--- config.mk ---
export PLATFORM = sky130hd
export DESIGN_NAME = instr_fetch_unit
export DESIGN_NICKNAME = d
export VERILOG_FILES = /design/src/rtl/riscv_pkg.sv /design/src/rtl/fetch_buffer.sv /design/src/rtl/instr_fetch_unit.sv
export SDC_FILE = /design/constraint.sdc
export NUM_CORES = 1
export LEC_CHECK = 0
export BUFFER_PORTS_ARGS = -buffer_cell sky130_fd_sc_hd__buf_2
export CORE_ASPECT_RATIO = 1.75
export CORE_MARGIN = 2
export CORE_UTILIZATION = 40
export DETAILED_ROUTE_END_ITERATION = 7
export GPL_ROUTABILITY_DRIVEN = 0
export GPL_TIMING_DRIVEN = 0
export PLACE_DENSITY_LB_ADDON = 0.2
export SKIP_LAST_GASP = 1
export SLEW_MARGIN = 20
export SYNTH_ARGS = -nofsm -noshare
export SYNTH_HDL_FRONTEND = slang
export SYNTH_SLANG_ARGS = --single-unit
--- constraint.sdc ---
create_clock -name clk -period 4.3 [get_ports clk]
set_input_delay 0 -clock clk [delete_from_list [all_inputs] [get_ports clk]]
set_output_delay 0 -clock clk [all_outputs]
set_load 0.1 [all_outputs]
--- src/rtl/riscv_pkg.sv ---
// Shared RV32 fetch-side definitions: opcode constants, reset PC, FSM encoding
// and the fetch buffer entry layout.
package riscv_pkg;

   localparam logic [6:0] OP_R      = 7'b0110011;
   localparam logic [6:0] OP_LOAD   = 7'b0000011;
   localparam logic [6:0] OP_STORE  = 7'b0100011;
   localparam logic [6:0] OP_BRANCH = 7'b1100011;

   localparam logic [31:0] DEFAULT_RESET_PC = 32'h0000_0000;
   localparam int          FETCH_BUF_DEPTH  = 2;

   localparam logic [1:0] ST_IDLE  = 2'd0;
   localparam logic [1:0] ST_FETCH = 2'd1;
   localparam logic [1:0] ST_DRAIN = 2'd2;

   typedef struct packed {
      logic [31:0] pc;
      logic [31:0] instr;
   } fetch_entry_t;

   // Sequential fetch address; wraps 32'hFFFF_FFFC to 0 through natural overflow.
   function automatic logic [31:0] next_fetch_pc(input logic [31:0] pc);
      return pc + 32'd4;
   endfunction

   function automatic logic [31:0] word_align(input logic [31:0] addr);
      return {addr[31:2], 2'b00};
   endfunction

endpackage

--- src/rtl/fetch_buffer.sv ---
// Two-entry FIFO of {pc, instr} between instruction memory and decode,
// with a synchronous flush that wins over push and pop.
module fetch_buffer
   import riscv_pkg::*;
(
   input  logic        clk,
   input  logic        rst,
   input  logic        flush,
   input  logic        push,
   input  logic        pop,
   input  logic [31:0] push_pc,
   input  logic [31:0] push_instr,
   output logic        head_valid,
   output logic [31:0] head_pc,
   output logic [31:0] head_instr,
   output logic [1:0]  count
);

   fetch_entry_t entries [2];
   logic         wr_ptr;
   logic         rd_ptr;
   logic         do_push;
   logic         do_pop;

   assign do_pop  = pop  && (count != 2'd0);
   assign do_push = push && (count != 2'd2);

   // NOTE: sequential state uses non-blocking assignments so every register
   // samples the pre-edge values, independent of statement order.
   always_ff @(posedge clk) begin
      if (rst || flush) begin
         wr_ptr <= 1'b0;
         rd_ptr <= 1'b0;
         count  <= 2'd0;
      end else begin
         if (do_push) wr_ptr <= ~wr_ptr;
         if (do_pop)  rd_ptr <= ~rd_ptr;
         case ({do_push, do_pop})
            2'b10:   count <= count + 2'd1;
            2'b01:   count <= count - 2'd1;
            default: count <= count;
         endcase
      end
   end

   // NOTE: payload storage is deliberately not reset; count alone qualifies it.
   always_ff @(posedge clk) begin
      if (do_push) entries[wr_ptr] <= '{pc: push_pc, instr: push_instr};
   end

   assign head_valid = (count != 2'd0);
   assign head_pc    = entries[rd_ptr].pc;
   assign head_instr = entries[rd_ptr].instr;

endmodule

--- src/rtl/instr_fetch_unit.sv ---
// Instruction fetch: IDLE/FETCH/DRAIN sequencing, PC generation and branch
// redirect in front of a two-entry fetch buffer feeding decode.
module instr_fetch_unit
   import riscv_pkg::*;
#(
   parameter logic [31:0] RESET_PC  = DEFAULT_RESET_PC,
   parameter int          BUF_DEPTH = FETCH_BUF_DEPTH
) (
   input  logic        clk,
   input  logic        rst,
   output logic        imem_req,
   output logic [31:0] imem_addr,
   input  logic        imem_ready,
   input  logic [31:0] imem_rdata,
   output logic        instr_valid,
   output logic [31:0] instr,
   output logic [6:0]  opcode,
   output logic [31:0] pc_out,
   input  logic        instr_ready,
   input  logic        branch_taken,
   input  logic [31:0] branch_target,
   output logic        misalign_err
);

   localparam logic [1:0] DEPTH = 2'(BUF_DEPTH);

   logic [1:0]  state;
   logic [31:0] fetch_pc;
   logic [31:0] drain_addr;
   logic [1:0]  buf_count;
   logic        buf_valid;
   logic [31:0] head_pc;
   logic [31:0] head_instr;
   logic        pop;
   logic        redirect;
   logic        handshake;
   logic        push;

   assign instr_valid = buf_valid;
   assign pop         = instr_valid && instr_ready;
   assign redirect    = pop && branch_taken;
   assign handshake   = imem_req && imem_ready;
   assign push        = handshake && (state == ST_FETCH) && !redirect;

   // NOTE: every output of this block gets a default first, so no path
   // through the case can infer a latch.
   always_comb begin
      imem_req  = 1'b0;
      imem_addr = fetch_pc;
      case (state)
         ST_FETCH: imem_req = (buf_count < DEPTH);
         ST_DRAIN: begin
            imem_req  = 1'b1;
            imem_addr = drain_addr;
         end
         default: ;
      endcase
   end

   always_ff @(posedge clk) begin
      if (rst) begin
         state        <= ST_IDLE;
         fetch_pc     <= RESET_PC;
         drain_addr   <= RESET_PC;
         misalign_err <= 1'b0;
      end else begin
         misalign_err <= redirect && (branch_target[1:0] != 2'b00);
         case (state)
            ST_IDLE: state <= ST_FETCH;
            ST_FETCH: begin
               if (redirect) begin
                  fetch_pc <= word_align(branch_target);
                  // An unanswered request must still be completed, then dropped.
                  if (imem_req && !imem_ready) begin
                     state      <= ST_DRAIN;
                     drain_addr <= fetch_pc;
                  end
               end else if (push) begin
                  fetch_pc <= next_fetch_pc(fetch_pc);
               end
            end
            ST_DRAIN: if (imem_ready) state <= ST_FETCH;
            default:  state <= ST_IDLE;
         endcase
      end
   end

   fetch_buffer u_buffer (
      .clk        (clk),
      .rst        (rst),
      .flush      (redirect),
      .push       (push),
      .pop        (pop),
      .push_pc    (fetch_pc),
      .push_instr (imem_rdata),
      .head_valid (buf_valid),
      .head_pc    (head_pc),
      .head_instr (head_instr),
      .count      (buf_count)
   );

   assign instr  = instr_valid ? head_instr : 32'h0;
   assign pc_out = instr_valid ? head_pc    : 32'h0;
   assign opcode = instr[6:0];

endmodule

* After elaboration in Yosys (flattened, before gate mapping) *
Memory sizes are Yosys's and may differ from the RTL's. A register that Yosys moved wholly into a read port is not among the register bits.
Cells that the tools add are included.

word-level totals
  register bits = 71
  bits in writable memories = 128
  input port bits = 69
  output and inout port bits = 106
  word-level logic and storage cells = 57
  memories = 1

memory list
  name              depth  bits a word  read ports  clocked after Yosys merged registers in  wr ports  RTL line            text
  u_buffer.entries  2      64           1           1                                        1         fetch_buffer.sv:19  fetch_entry_t entries [2];

cells by class
  add/sub/neg operators = 3
  magnitude comparators = 1
  equal/unequal tests = 8
  multiplexer cells = 15
  bitwise logic cells = 2
  reduce and logical (&&, ||, !) cells = 20

operator list
  cell                                                                 number
  32-bit 2-to-1 mux                                                    5
  32-bit by 3-bit adder with 32-bit output (second input constant)     1
  1-bit logical AND                                                    9
  2-bit nonzero test                                                   4
  2-bit 2-to-1 mux                                                     3
  2-bit != test (second input constant)                                3
  2-bit one-hot mux with 3 select lines                                1
  3-bit AND reduction                                                  2
  2-bit by 1-bit == test with 1-bit output (second input constant)     2
  2-bit == test (second input constant)                                2
  1-bit 2-to-1 mux                                                     4
  2-bit one-hot mux with 2 select lines                                1
  2-bit by 1-bit adder with 2-bit output (second input constant)       1
  1-bit logical NOT                                                    2
  2-bit logical NOT                                                    1
  2-bit less-than comparator (second input constant)                   1
  2-bit by 1-bit != test with 1-bit output (second input constant)     1
  1-bit inverter                                                       2
  1-bit one-hot mux with 2 select lines                                1
  2-bit AND reduction                                                  1
  2-bit by 1-bit subtractor with 2-bit output (second input constant)  1
  1-bit logical OR                                                     1

* Longest topological paths before layout *
Gate-level depths: netlist (run 1).

  depth in word-level cells = 8
  mapped depth = 10

* Hierarchy *
From an unflattened synthesis (run 1), not the netlist that was laid out.

unflattened totals
  cell total of the unflattened synthesis = 782
  area total of the unflattened synthesis = 8947.3 um^2

by module, submodules not included
  module            instances  cells each  area each (um^2)  seq. area each (um^2)
  fetch_buffer      1          225         4824.6            3943.8
  instr_fetch_unit  1          557         4122.7            1261.2

* Least setup slack after synthesis (run 1) *
OpenSTA, ideal clock, no wires.

  path type = register to register
  from = reg state[1]
  to = mem u_buffer.entries[0][0] (netlist bit) (enable)
  arrival = 4027 ps
  setup slack = -210 ps
  cell stages (with the launch flop) = 8
  path buffers = 0
  clock period less this slack = 4510 ps
  cells stage by stage = dfxtp_1 -> inv_1 -> ha_1 -> nor2b_1 -> o21ai_1 -> nor4_1 -> inv_1 -> nor2_1

on the way
  word-level cells in the longest chain between the ends = 8
  elaborated cells on any way between the ends = 9

ends and longest elaborated chain
  element                                                                           RTL line                                        text
  from (decl)                                                                       instr_fetch_unit.sv:27                          logic [1:0] state;
  from (signal assigned)                                                            instr_fetch_unit.sv:62                          state <= ST_IDLE;
  from (signal assigned)                                                            instr_fetch_unit.sv:69                          ST_IDLE: state <= ST_FETCH;
  from (signal assigned)                                                            instr_fetch_unit.sv:75                          state <= ST_DRAIN;
  2-bit == test / 2-bit by 1-bit == test with 1-bit output (equally long branches)  instr_fetch_unit.sv:50, instr_fetch_unit.sv:43
  1-bit one-hot mux with 2 select lines                                             instr_fetch_unit.sv:50                          case (state)
  1-bit logical AND                                                                 instr_fetch_unit.sv:42                          assign handshake = imem_req && imem_ready;
  1-bit logical AND (*) (2 in series)                                               instr_fetch_unit.sv:43                          assign push = handshake && (state == ST_FETCH) && !redirect;
  1-bit logical AND (*)                                                             fetch_buffer.sv:26                              assign do_push = push && (count != 2'd2);
  1-bit 2-to-1 mux (*)                                                              fetch_buffer.sv:48                              if (do_push) entries[wr_ptr] <= '{pc: push_pc, instr: push_instr};
  1-bit 2-to-1 mux (not written as such) (*)                                        fetch_buffer.sv:48
  to (decl)                                                                         fetch_buffer.sv:19

Mark *: on every way between the ends. The rest lies on a longest branch, timed or not.

* Final worst setup path (run 1) *
  from = reg state[0]
  to = mem u_buffer.entries[1][45] (netlist bit) (enable)

Same word-level chain as after synthesis.

==> results of run 1 <==
[sequential cells by signal (all words and copies together) (netlist names), named ones only]
| signal | flops |
|---|---|
| fetch_pc | 30 |
| misalign_err | 1 |
| u_buffer.rd_ptr | 1 |
| state | 2 |
| u_buffer.count | 2 |
| u_buffer.wr_ptr | 1 |
| u_buffer.entries | 124 |
| drain_addr | 30 |
[routing by layer]
layer / global-route usage (%) / wire [µm] / share of wire [%]
met2: 36.42 / 12160 / 54
met1: 22.75 / 8793 / 39
met4: 9.033 / 670 / 3.0
met5: 0 / 0 / 0
met3: 2.921 / 875 / 3.9
[how the worst min path moves through the flow]
stage | endpoint | slack [ns] | cells after the start
after floorplan | u_buffer.entries[0][0] | 0.1 | 0
after global placement | u_buffer.entries[1][0] | 0.19 | 1
after detailed placement | u_buffer.entries[1][19] | 0.19 | 1
after CTS | fetch_pc[21] | 0.02 | 4
after global routing | fetch_pc[21] | 0.05 | 4
final | u_buffer.rd_ptr | 0.03 | 4
[area by class of cell]
cell class	count	share of cell area, %
Sequential cell	192	46.25
Multi-Input combinational cell	482	28.28
Timing Repair Buffer	237	14.34
Clock buffer	22	4.712
Tap cell	252	2.868
Buffer	58	2.435
Clock inverter	10	0.7739
Inverter	10	0.3414
[critical path: stages, from the launching register on]
cell     delay, ns
dfxtp_1       0.36
inv_1         0.10
ha_1          0.14
buf_2         0.27
o21ai_1       0.23
nor4_1        0.55
and2_4        0.47
buf_12        0.29
[metrics by stage]
| step | hold WS [ns] | setup TNS [ns] | power [mW] | setup slack, ns |
|---|---|---|---|---|
| floorplan | 0.09887 | 0 | 2.635 | 0.8186 |
| global placement | 0.1876 | -43.51 | 2.793 | -0.5221 |
| detailed placement | 0.1913 | 0 | 2.807 | 1.540 |
| CTS | 0.01682 | 0 | 4.425 | 1.486 |
| global route | 0.04783 | 0 | 4.533 | 1.387 |
| finish | 0.02949 | 0 | 4.401 | 1.518 |
[Yosys cell counts, types with 3 or more instances]
cell	n
nand4_1	7
mux2_2	28
edfxtp_1	124
nor3_1	8
or3_1	5
nand2_1	83
mux2i_1	73
buf_4	11
clkbuf_1	37
a211oi_1	3
a31oi_1	7
o22ai_1	9
a21oi_1	45
nor2_1	104
nand3_1	12
a311oi_1	4
nor2b_1	3
buf_1	3
ha_1	7
dfxtp_1	68
o21ai_0	9
o21ai_1	9
xnor2_1	3
buf_2	7
inv_1	10
nor4_1	4
a22oi_1	11
[layout by cell type (no fill, tap or decap), types with 3 or more instances in the layout]
cell           count
buf_2            177
edfxtp_1         124
nor2_1           102
nand2_1           83
mux2i_1           73
dfxtp_1           68
dlygate4sd3_1     63
a21oi_1           45
clkbuf_1          38
mux2_2            28
clkbuf_16         20
nand3_1           12
a22oi_1           11
buf_4             11
inv_1             10
o21ai_1            9
o21ai_0            9
o22ai_1            9
nor3_1             8
nand4_1            7
a31oi_1            7
ha_1               7
or3_1              5
nor4_1             4
a311oi_1           4
conb_1             4
inv_6              4
nor2b_1            3
buf_1              3
a211oi_1           3
xnor2_1            3
[kinds of logic after synthesis]
group,count (synthesis)
fa+ha+maj,7
mux,101
flops,192
compound gates,117
buf+inv,68
xor+xnor,4
other cells,1
simple gates,249
[power by group]
part | total [mW] | switching, mW | internal (mW) | leakage, nW
combinational | 0.774 | 0.571 | 0.203 | 2.21
sequential | 2.04 | 0.0422 | 2.00 | 1.67
clock | 1.59 | 0.714 | 0.875 | 0.292
==> flow_metrics.tcl, run 1 <==
set metrics [dict create \
    ys_top_cells_by_area "edfxtp_1, dfxtp_1, mux2i_1, nor2_1, mux2_2" \
    fin_cells 1263 \
    status "finished, final reports clean" \
    start_kind "flop" \
    muxShareOfSynthArea_pct 12.34 \
    hold_class "input pin to flop" \
    synth_top_family_by_area "simple AND/OR/NAND/NOR gates" \
    r2r_slack_ns 1.52 \
    power_density_mw_per_mm2 400.3 \
    rows 70 \
    peakVddDrop_uv 225.8 \
    ant_nets 0 \
    die_h_um 196.6 \
    synth-xor-area-share_pct 0.4133 \
    die_w_um 114.0 \
    clockBufferDepth 2 \
    p_leak_nw 4.173 \
    grt_max_degree 42 \
    ys.flop_type "edfxtp_1" \
    vias 6639 \
    startpoint "state[0]" \
    grt.total_usage_pct 19.98 \
    worstMarginPinSlew_ns 0.8529 \
    cp_max_fo 41 \
    dpl.hpwl_mm 15.78 \
    maxCapViolCount 0 \
    synth_cell_types 58 \
    cts_sinks 192 \
    crit_path_end "u_buffer.entries[1][45]" \
    drt_iter0_drc 393 \
    crit_required_ns 4.41 \
    synth-edff-count 124 \
    min_period_ns 2.782 \
    clock_latency_ns 0.44 \
    setup_violations 0 \
    routed_via_density 5.257 \
    grt_pass1_vias 6351 \
    fin_util_pct 52.74 \
    root_buffer "clkbuf_16" \
    endpoint_kind "flop" \
    wl_per_cell_um 17.81 \
    io_pins 175 \
    synth_area_mm2 0.008476 \
    fmax_ghz 0.3594 \
    fin_skew_ns 0.02104 \
    design_area_mm2 0.01099 \
    grt_pass1_wl_mm 33.99 \
    drc 0 \
    fp.coreArea_mm2 0.02085 \
    clk_pin_slew_worst_paths_ns 0.08 \
    place_inst 1168 \
    cts_setup_buffers 0 \
    post-route-period-util_pct 64.70 \
    grt-ovfl-total 0 \
    insertedDiodeCount 0 \
    initial_core_util_pct 40.66 \
    area_delta_synth_final_pct 29.72 \
    rsz0062_at_grt "false" \
    arrival_ns 2.89 \
    postRouteWirelength_mm 22.50 \
    yosysTopAreaCell "edfxtp_1" \
    yosys_warnings 0 \
    syn_inst 739 \
    synthArstFlopShare_pct 0 \
    slew-limit-headroom_pct 42.93 \
    synth_seq_cells 192 \
    min_from "instr_ready" \
    postPlaceCellArea_mm2 0.009761 \
    antenna_found_initial 0 \
    detail_route.first_pass.iterations 5 \
    r2r-end "u_buffer.entries[1][45]" \
    die_area_mm2 0.02242 \
    path_class "flop to flop" \
    multiInputGateArea_mm2 0.003109 \
    slew_violations 0 \
    nets 1074 \
    drive_above_1_share_pct 26.61 \
    cts_resized 0 \
    timing.final.hold_violations 0 \
    reg2reg_from "state[0]" \
    reg2regPathDepth 7 \
    cts_max_level 4 \
    io_buffers 170 \
    cts_tree "yes" \
    synth_fa_ha_area_share_pct 1.033 \
    yosys.area.top_type_share_pct 43.93 \
    ctsHoldBuffers 63 \
    synth_seq_area_share_pct 59.99 \
    nFillCells 1871 \
    yosys.area_share.simple_pct 13.70 \
    seq_area_mm2 0.005085 \
    cts_buffers 17 \
    synth_compound_area_share_pct 8.872 \
    avgSynthCellArea_um2 11.47 \
]
Power figures use the tool's default switching activity.
==> run 2: changes to the inputs <==
clock period = 2.2 ns   (was 4.3 ns; I/O delays follow)
==> flow_metrics.tcl, run 2 (same netlist as run 1, synthesis figures left out) <==
set metrics [dict create \
    status "finished, final reports clean" \
    grt.total_usage_pct 20.03 \
    top_regs "u_buffer.entries: 124 flops, drain_addr: 30 flops, fetch_pc: 30 flops" \
    path_cells "inv_4 -> ha_2 -> buf_8 -> buf_2 -> mux2_2 -> buf_2" \
    drc 0 \
    reg2regPathDepth 7 \
    r2r_slack_ns 0.05 \
    cp_max_fo 10 \
    crit_required_ns 2.20 \
    postRouteWirelength_mm 22.27 \
    rows 70 \
    cts_max_level 4 \
    ant_nets 0 \
    path_buf_inv 4 \
    setup_violations 0 \
    rsz0062_at_grt "true" \
    area_delta_synth_final_pct 35.05 \
    drt_iter0_drc 371 \
    multiInputGateArea_mm2 0.003427 \
    routed_via_density 5.204 \
    nets 1086 \
    largest_register_ffs 124 \
    totalPowerFinal_mw 8.568 \
    nFillCells 1865 \
    slew_violations 0 \
    fin_cells 1275 \
    cts_sinks 192 \
    cp_slowest_cell "mux2_2" \
    fin_skew_ns 0.01331 \
    final_common_cell "buf_2" \
    peakVddDrop_uv 410.8 \
    die_w_um 114.0 \
    cp.depth 6 \
    post-route-period-util_pct 99.94 \
    root_buffer "clkbuf_16" \
    cp_slowest_stage_delay_ns 0.39 \
    cts_buffers 17 \
    maxCapViolCount 0 \
    r2r-end "fetch_pc[7]" \
    setup_slack_ns 0.001333 \
    wl_per_cell_um 17.47 \
    min_delay_path_depth 4 \
    io_pins 175 \
    clock_latency_ns 0.44 \
    final_cell_mix "buf_2, edfxtp_1, nand2_1" \
    insertedDiodeCount 0 \
    seq_area_mm2 0.005092 \
    arrival_ns 2.20 \
    fp.coreArea_mm2 0.02085 \
    reg2reg_from "state[1]" \
    grt-ovfl-total 0 \
    p_leak_nw 4.315 \
    design_area_mm2 0.01145 \
    grt_pass1_wl_mm 34.22 \
    die_h_um 196.6 \
    place_inst 1167 \
    worstMarginPinSlew_ns 0.6478 \
    whs_endpoint "fetch_pc[21]" \
    endpoint_kind "output pin" \
    drive_above_1_share_pct 37.93 \
    cts_tree "yes" \
    grt_pass1_vias 6482 \
    fin_util_pct 54.91 \
    start_kind "flop" \
    crit_family "buffers and inverters" \
    min_period_ns 2.199 \
    vias 6635 \
    timing.final.hold_violations 0 \
    dp_slack_ns -0.5368 \
    path_class "flop to output pin" \
    crit_top_cell "buf_2" \
    dpl.hpwl_mm 15.71 \
    slew-limit-headroom_pct 56.82 \
    hold_class "input pin to flop" \
    fmax_ghz 0.4548 \
    largest_register "u_buffer.entries" \
    power_density_mw_per_mm2 748.5 \
    die_area_mm2 0.02242 \
    clk_pin_slew_worst_paths_ns 0.08 \
    grt_max_degree 43 \
    detail_route.first_pass.iterations 5 \
    min_from "branch_target[21]" \
    postPlaceCellArea_mm2 0.01002 \
    clockBufferDepth 2 \
    antenna_found_initial 0 \
    initial_core_util_pct 40.66 \
    io_buffers 170 \
]
-- run 2: cell types whose count changed in the layout (fill, tap and decap cells not counted), moves of 10 or more --
cell,previous run,this run
clkbuf_1,38,17
clkbuf_2,0,15
nor2_1,102,39
nor2_4,1,11
nor2_2,1,54
buf_4,11,23
-- run 2: worst max-delay path by stage --
stage / startpoint / to
after detailed placement: u_buffer.count[1] / opcode[6]
final: state[0] / imem_addr[13]
after global routing: state[0] / imem_addr[9]
after floorplan: state[1] / u_buffer.entries[0][0]
after global placement: state[0] / u_buffer.entries[0][36]
after CTS: state[0] / u_buffer.count[1]
-- run 2: metal layers --
layer  GRT usage (%)  vias to the layer above  wire length [µm]
met1           22.56                     3154              8632
met4           9.214                        0               853
met5               0                        -                 0
li1                -                     3215                 -
met2           36.42                      216             11790
met3           3.352                       50               990
-- run 2: per-stage QoR --
stage | setup TNS (ns) | hold slack (ns)
finish | 0 | 0.04080
global route | -1.178 | 0.05332
CTS | -0.7953 | 0.02524
detailed placement | -36.54 | 0.1912
global placement | -125.76 | 0.1878
floorplan | -26.82 | 0.09887
-- run 2: area by class of cell --
| cell class | instances | share of cell area (%) |
|---|---|---|
| sequential | 192 | 44.49 |
| timing repair buffer | 250 | 14.91 |
| clock inverter | 14 | 1.093 |
| tap | 252 | 2.755 |
| buffer | 56 | 2.689 |
| inverter | 10 | 0.3717 |
| multi-input combinational | 483 | 29.94 |
| clock buffer | 18 | 3.749 |
-- run 2: tightest hold or removal path, cell delays in order --
cell,delay [ns]
buf_2,0.09
nor2_1,0.04
a31oi_1,0.14
o221a_1,0.18
-- run 2: repair_timing --
item / 4_1_cts / 5_1_grt
hold buffers: 62 / 0
gates cloned: 1 / 0
pin swaps: 4 / 5
buffers inserted: 6 / 9
resized for setup: 26 / 24
endpoints found under the setup margin: 244 / 163
hold endpoints to repair: 94 / 0
-- run 2: power breakdown --
group / leakage, nW / switching [mW] / internal [mW] / total (mW)
Clock: 0.265 / 1.42 / 1.49 / 2.91
Sequential: 1.67 / 0.0936 / 3.91 / 4.00
Combinational: 2.38 / 1.17 / 0.479 / 1.65
Total: 4.31 / 2.69 / 5.87 / 8.57
